<file path="config.mk">
export PLATFORM = sky130hd
export DESIGN_NAME = ex_hazard_ctrl
export DESIGN_NICKNAME = d
export VERILOG_FILES = /design/src/rtl/ex_hazard_ctrl_pkg.sv /design/src/rtl/ex_hazard_ctrl_fwd_sel.sv /design/src/rtl/ex_hazard_ctrl.sv
export SDC_FILE = /design/constraint.sdc
export NUM_CORES = 1
export LEC_CHECK = 0
export ABC_AREA = 1
export CORE_MARGIN = 1
export CORE_UTILIZATION = 30
export DETAILED_ROUTE_END_ITERATION = 7
export HOLD_SLACK_MARGIN = 0.08
export REMOVE_ABC_BUFFERS = 1
export SYNTH_ARGS = -nofsm -noshare
export SYNTH_HDL_FRONTEND = slang
export SYNTH_SLANG_ARGS = --single-unit
</file>
<file path="constraint.sdc">
create_clock -name i_clk -period 2.6 [get_ports i_clk]
set_input_delay 0.78 -clock i_clk [delete_from_list [all_inputs] [get_ports i_clk]]
set_output_delay 0.78 -clock i_clk [all_outputs]
set_load 0.03 [all_outputs]
</file>
<file path="src/rtl/ex_hazard_ctrl_pkg.sv">
// Shared pipeline definitions: the hazard FSM state encoding and the
// operand-forwarding select codes used by the EX stage.
package PipelineReg;

  typedef enum logic [1:0] {
    RUN      = 2'd0,
    LU_STALL = 2'd1,
    FLUSH    = 2'd2,
    MEM_WAIT = 2'd3
  } HazState_t;

  localparam logic [1:0] FWD_RF  = 2'b00;
  localparam logic [1:0] FWD_WB  = 2'b01;
  localparam logic [1:0] FWD_MEM = 2'b10;

endpackage

</file>
<file path="src/rtl/ex_hazard_ctrl_fwd_sel.sv">
// Forwarding comparator for one ALU operand: selects the youngest in-flight
// producer of the source register (MEM before WB). x0 is never forwarded.
module fwd_sel
  import PipelineReg::*;
(
  input  logic [4:0] rs,
  input  logic [4:0] mem_rd,
  input  logic       mem_regwrite,
  input  logic [4:0] wb_rd,
  input  logic       wb_regwrite,
  output logic [1:0] sel
);

  logic mem_hit;
  logic wb_hit;

  assign mem_hit = mem_regwrite && (mem_rd != 5'd0) && (mem_rd == rs);
  assign wb_hit  = wb_regwrite  && (wb_rd  != 5'd0) && (wb_rd  == rs);

  always_comb begin
    sel = FWD_RF;
    if (mem_hit)
      sel = FWD_MEM;
    else if (wb_hit)
      sel = FWD_WB;
  end

endmodule

</file>
<file path="src/rtl/ex_hazard_ctrl.sv">
// EX-stage hazard controller: load-use stalls, redirect flushes, data-memory
// wait, operand forwarding selects and saturating debug counters.
module ex_hazard_ctrl
  import PipelineReg::*;
#(
  parameter int unsigned CNT_W = 32
) (
  input  logic             i_clk,
  input  logic             i_reset,
  input  logic [4:0]       i_id_rs1,
  input  logic [4:0]       i_id_rs2,
  input  logic             i_id_uses_rs1,
  input  logic             i_id_uses_rs2,
  input  logic [4:0]       i_ex_rs1,
  input  logic [4:0]       i_ex_rs2,
  input  logic [4:0]       i_ex_rd,
  input  logic             i_ex_memread,
  input  logic             i_ex_jmp,
  input  logic [4:0]       i_mem_rd,
  input  logic             i_mem_regwrite,
  input  logic [4:0]       i_wb_rd,
  input  logic             i_wb_regwrite,
  input  logic             i_mem_busy,
  output logic             o_pc_stall,
  output logic             o_if_id_stall,
  output logic             o_id_ex_stall,
  output logic             o_ex_mem_stall,
  output logic             o_if_id_flush,
  output logic             o_id_ex_bubble,
  output logic [1:0]       o_fwd_a,
  output logic [1:0]       o_fwd_b,
  output logic [1:0]       o_state,
  output logic [CNT_W-1:0] o_stall_cycles,
  output logic [CNT_W-1:0] o_flush_count
);

  HazState_t  state_q;
  HazState_t  state_d;
  logic       lu;
  logic       jmp;
  logic [1:0] fwd_a_raw;
  logic [1:0] fwd_b_raw;

  assign lu = i_ex_memread && (i_ex_rd != 5'd0) &&
              ((i_id_uses_rs1 && (i_id_rs1 == i_ex_rd)) ||
               (i_id_uses_rs2 && (i_id_rs2 == i_ex_rd)));

  // EX holds a bubble while in FLUSH, so a redirect seen there is stale.
  assign jmp = i_ex_jmp && (state_q != FLUSH);

  always_comb begin
    o_pc_stall     = 1'b0;
    o_if_id_stall  = 1'b0;
    o_id_ex_stall  = 1'b0;
    o_ex_mem_stall = 1'b0;
    o_if_id_flush  = 1'b0;
    o_id_ex_bubble = 1'b0;
    state_d        = RUN;
    if (i_reset) begin
      o_if_id_flush  = 1'b1;
      o_id_ex_bubble = 1'b1;
    end else if (i_mem_busy) begin
      o_pc_stall     = 1'b1;
      o_if_id_stall  = 1'b1;
      o_id_ex_stall  = 1'b1;
      o_ex_mem_stall = 1'b1;
      state_d        = MEM_WAIT;
    end else if (jmp) begin
      o_if_id_flush  = 1'b1;
      o_id_ex_bubble = 1'b1;
      state_d        = FLUSH;
    end else if (lu) begin
      o_pc_stall     = 1'b1;
      o_if_id_stall  = 1'b1;
      o_id_ex_bubble = 1'b1;
      state_d        = LU_STALL;
    end
  end

  fwd_sel u_fwd_a (
    .rs           (i_ex_rs1),
    .mem_rd       (i_mem_rd),
    .mem_regwrite (i_mem_regwrite),
    .wb_rd        (i_wb_rd),
    .wb_regwrite  (i_wb_regwrite),
    .sel          (fwd_a_raw)
  );

  fwd_sel u_fwd_b (
    .rs           (i_ex_rs2),
    .mem_rd       (i_mem_rd),
    .mem_regwrite (i_mem_regwrite),
    .wb_rd        (i_wb_rd),
    .wb_regwrite  (i_wb_regwrite),
    .sel          (fwd_b_raw)
  );

  assign o_fwd_a = i_reset ? FWD_RF : fwd_a_raw;
  assign o_fwd_b = i_reset ? FWD_RF : fwd_b_raw;

  always_ff @(posedge i_clk) begin
    if (i_reset) begin
      state_q        <= RUN;
      o_stall_cycles <= '0;
      o_flush_count  <= '0;
    end else begin
      state_q <= state_d;
      if (o_pc_stall && (o_stall_cycles != '1))
        o_stall_cycles <= o_stall_cycles + 1'b1;
      if (o_if_id_flush && (o_flush_count != '1))
        o_flush_count <= o_flush_count + 1'b1;
    end
  end

  assign o_state = state_q;

endmodule
</file>
==> results.yml <==
outcome:
  outcome: "finished, violations left"
  violations: "negative setup slack"
yosys:
  async_flop_share_pct: 0
  ys_types: 36
  synthCells: 791
  avgSynthCellArea_um2: 6.06
  synth-compound-area-share_pct: 6.86
  muxShareOfSynthArea_pct: 0
  ys_seq_area_share_pct: 27.6
  synth_ff_type: "dfxtp_1"
  synthAdderAreaFrac_pct: 0.522
  synthesis.area_um2: 4790
  ys_warn_count: 0
  synth-edff-count: 0
  synthSimpleGateAreaFrac_pct: 46.1
  synth_top_family_by_area: "simple AND/OR/NAND/NOR gates"
  synth_xor_area_share_pct: 9.32
  synth-seq-cells: 66
die:
  die_area_um2: 16500
  rows: 45
  initial_core_util_pct: 31.1
  die_w_um: 128
  core_area_um2: 15400
  die_h_um: 128
  pin_count: 120
timing:
  setup_viol: 2
  post-route-worst-setup-slack_ps: -40.2
  rsz0062_at_grt: "true"
  drv_slew: 0
  timing.setup.tns_ps: -59.0
  fin_crit_sh_pct: 102
  fin_skew_ps: 5.23
  max_freq_ghz: 0.379
  slew_headroom_pct: 67.7
  period_needed_ps: 2640
  worst_hold_slack_ps: 480
  hold_violations: 0
  tightest_slew_ps: 484
clock_tree:
  clkSinkCount: 66
  worstSkewPairLatency_ps: 330
  cts_buffers: 9
  cts_tree: "done"
  cts-root-buf: "clkbuf_16"
  clk_pin_slew_worst_paths_ps: 50
  clock_path_buffers: 2
  htreeDepth: 3
global_route:
  grt-ovfl-total: 0
  grt_pass1_wl_um: 23600
  antenna_found_initial: 0
  grt_pass1_vias: 4946
  grt_use_total_pct: 17.8
  grt_max_degree: 43
worst_setup_path:
  path_class: "in -> out"
  path_buf_inv: 3
  crit_family: "simple AND/OR/NAND/NOR gates"
  worst_path_largest_cell_delay_ps: 200
  cp.arrival_ps: 1860
  cp-start-kind: "input pin"
  required_ps: 1820
  path_max_fanout: 3
  slowest_stage: "o21ai_4"
  end_kind: "primary output"
  crit_top_cell: "buf_4"
  crit_chain: "buf_6 -> nor2_1 -> nand2_2 -> o21ai_4 -> nor4_4 -> buf_4 -> nor3_2 -> buf_4"
detailed_routing:
  drtIter0Drc: 314
  route.detailed.drc: 0
  ant_nets: 0
  drt_pass1_iterations: 4
  via_per_inst: 4.62
  routed_wl_um: 14400
  detail_route.wl_per_cell_um: 12.5
  num_vias: 5292
finish:
  nFillCells: 1667
  register_area_um2: 1320
  multiInputGateArea_um2: 3150
  drive_above_1_share_pct: 18.0
  antenna_cells: 0
  fin_area_um2: 6690
  nets: 976
  area_growth_pct: 39.6
place:
  portBuffers: 119
  place.gp.congestion: 0.888
  pre_cts_slack_ps: -898
  dp_hpwl_um: 10700
  dpl-instance-area_um2: 6280
hold_path:
  hold_class: "reg -> reg"
power_and_ir_drop:
  power_density_nw_per_um2: 397
  p_leak_nw: 2.64
  power_mw: 2.65
  vdd_drop_max_mv: 0.364
job:
  maxCapViolations: 0
## layout make-up
cell class,instances,area share (%)
Inverter,76,4.26
Clock buffer,13,4.04
Clock inverter,2,0.523
Timing Repair Buffer,156,20.4
Tap cell,211,3.94
Multi-Input combinational cell,621,47.1
Sequential cell,66,19.7
## logic make-up (layout without fill, tap and decap cells)
kind of cell	Yosys count	count (layout)
compound gates	63	63
xor+xnor	51	51
fa+ha+maj	2	2
buf+inv	104	247
flops	66	66
simple gates	505	505
## synth_stat cells (6+ instances only)
library cell	number	area [um2]
xnor2_1	17	149
buf_6	7	78.8
clkbuf_1	9	33.8
nor3_1	14	70.1
nand2_1	275	1030
nand3_1	25	125
nor2_2	6	37.5
nand4_1	40	250
dfxtp_1	66	1320
nor2_1	110	413
nand3b_1	10	75.1
inv_1	61	229
xor2_1	34	298
a21oi_1	51	255
inv_2	14	52.6
## what timing repair did
item,CTS,global route
endpoints found under the setup margin,8,7
buffers inserted,8,1
pin swaps,36,35
hold buffers,0,0
resized for setup,140,63
## cell usage in the layout, fill, tap and decap left out, types with 3 or more instances in the layout
cell	instances
a21oi_1	50
buf_2	6
buf_4	45
buf_6	12
clkbuf_16	9
clkbuf_2	17
clkbuf_8	3
clkdlybuf4s50_1	67
dfxtp_1	66
dlygate4sd2_1	6
inv_1	52
inv_2	23
nand2_1	271
nand2_2	9
nand3_1	25
nand3_2	3
nand3b_1	10
nand4_1	40
nor2_1	104
nor2_2	11
nor2_4	6
nor3_1	12
o21ai_2	3
xnor2_1	15
xor2_1	32
## report_power, final
group,leakage [nW],internal (mW),switching [mW]
clock,0.152,0.814,0.439
combinational,1.96,0.156,0.215
sequential,0.533,1.02,0.00893
total,2.64,1.99,0.663
## stage by stage
stage	cells	util [%]
6_report	1145	43.4
5_1_grt	1145	43.4
4_1_cts	1144	43.3
3_5_place_dp	1121	40.7
3_3_place_gp	1121	40.7
2_1_floorplan	763	-
## path summary, 6_finish.rpt
check               startpoint                end  slack [ps]  cells past startpoint
max                i_mem_rd[3]         o_fwd_a[0]         -40                      8
min          o_flush_count[31]  o_flush_count[31]         480                      2
max reg2reg  o_stall_cycles[1]  o_stall_cycles[8]         350                     13
min reg2reg  o_flush_count[31]  o_flush_count[31]         480                      2
## routing by layer
layer | up-vias | part of all wire (%) | global-route usage, %
met1 | 2377 | 46 | 22.1
met3 | 10 | 4.9 | 3.53
met5 | - | 0 | 0
met2 | 120 | 48 | 31.3
met4 | 0 | 1.1 | 4.91
li1 | 2785 | - | -
## state kept, by name, indices dropped and copies added (netlist names)
name / flops
o_flush_count: 32
o_stall_cycles: 32
o_state: 2
## worst reg2reg max path, stage by stage, from the launching register on
cell	delay, ps
dfxtp_1	370
ha_1	220
nand2_2	90
nor2_4	180
nand2_2	120
nor2_4	170
nand3_2	310
buf_4	330
nand2_1	90
inv_2	40
nand3_1	70
nand2_1	50
nand2_1	50
nor2_1	30
Power figures use the tool's default switching activity.
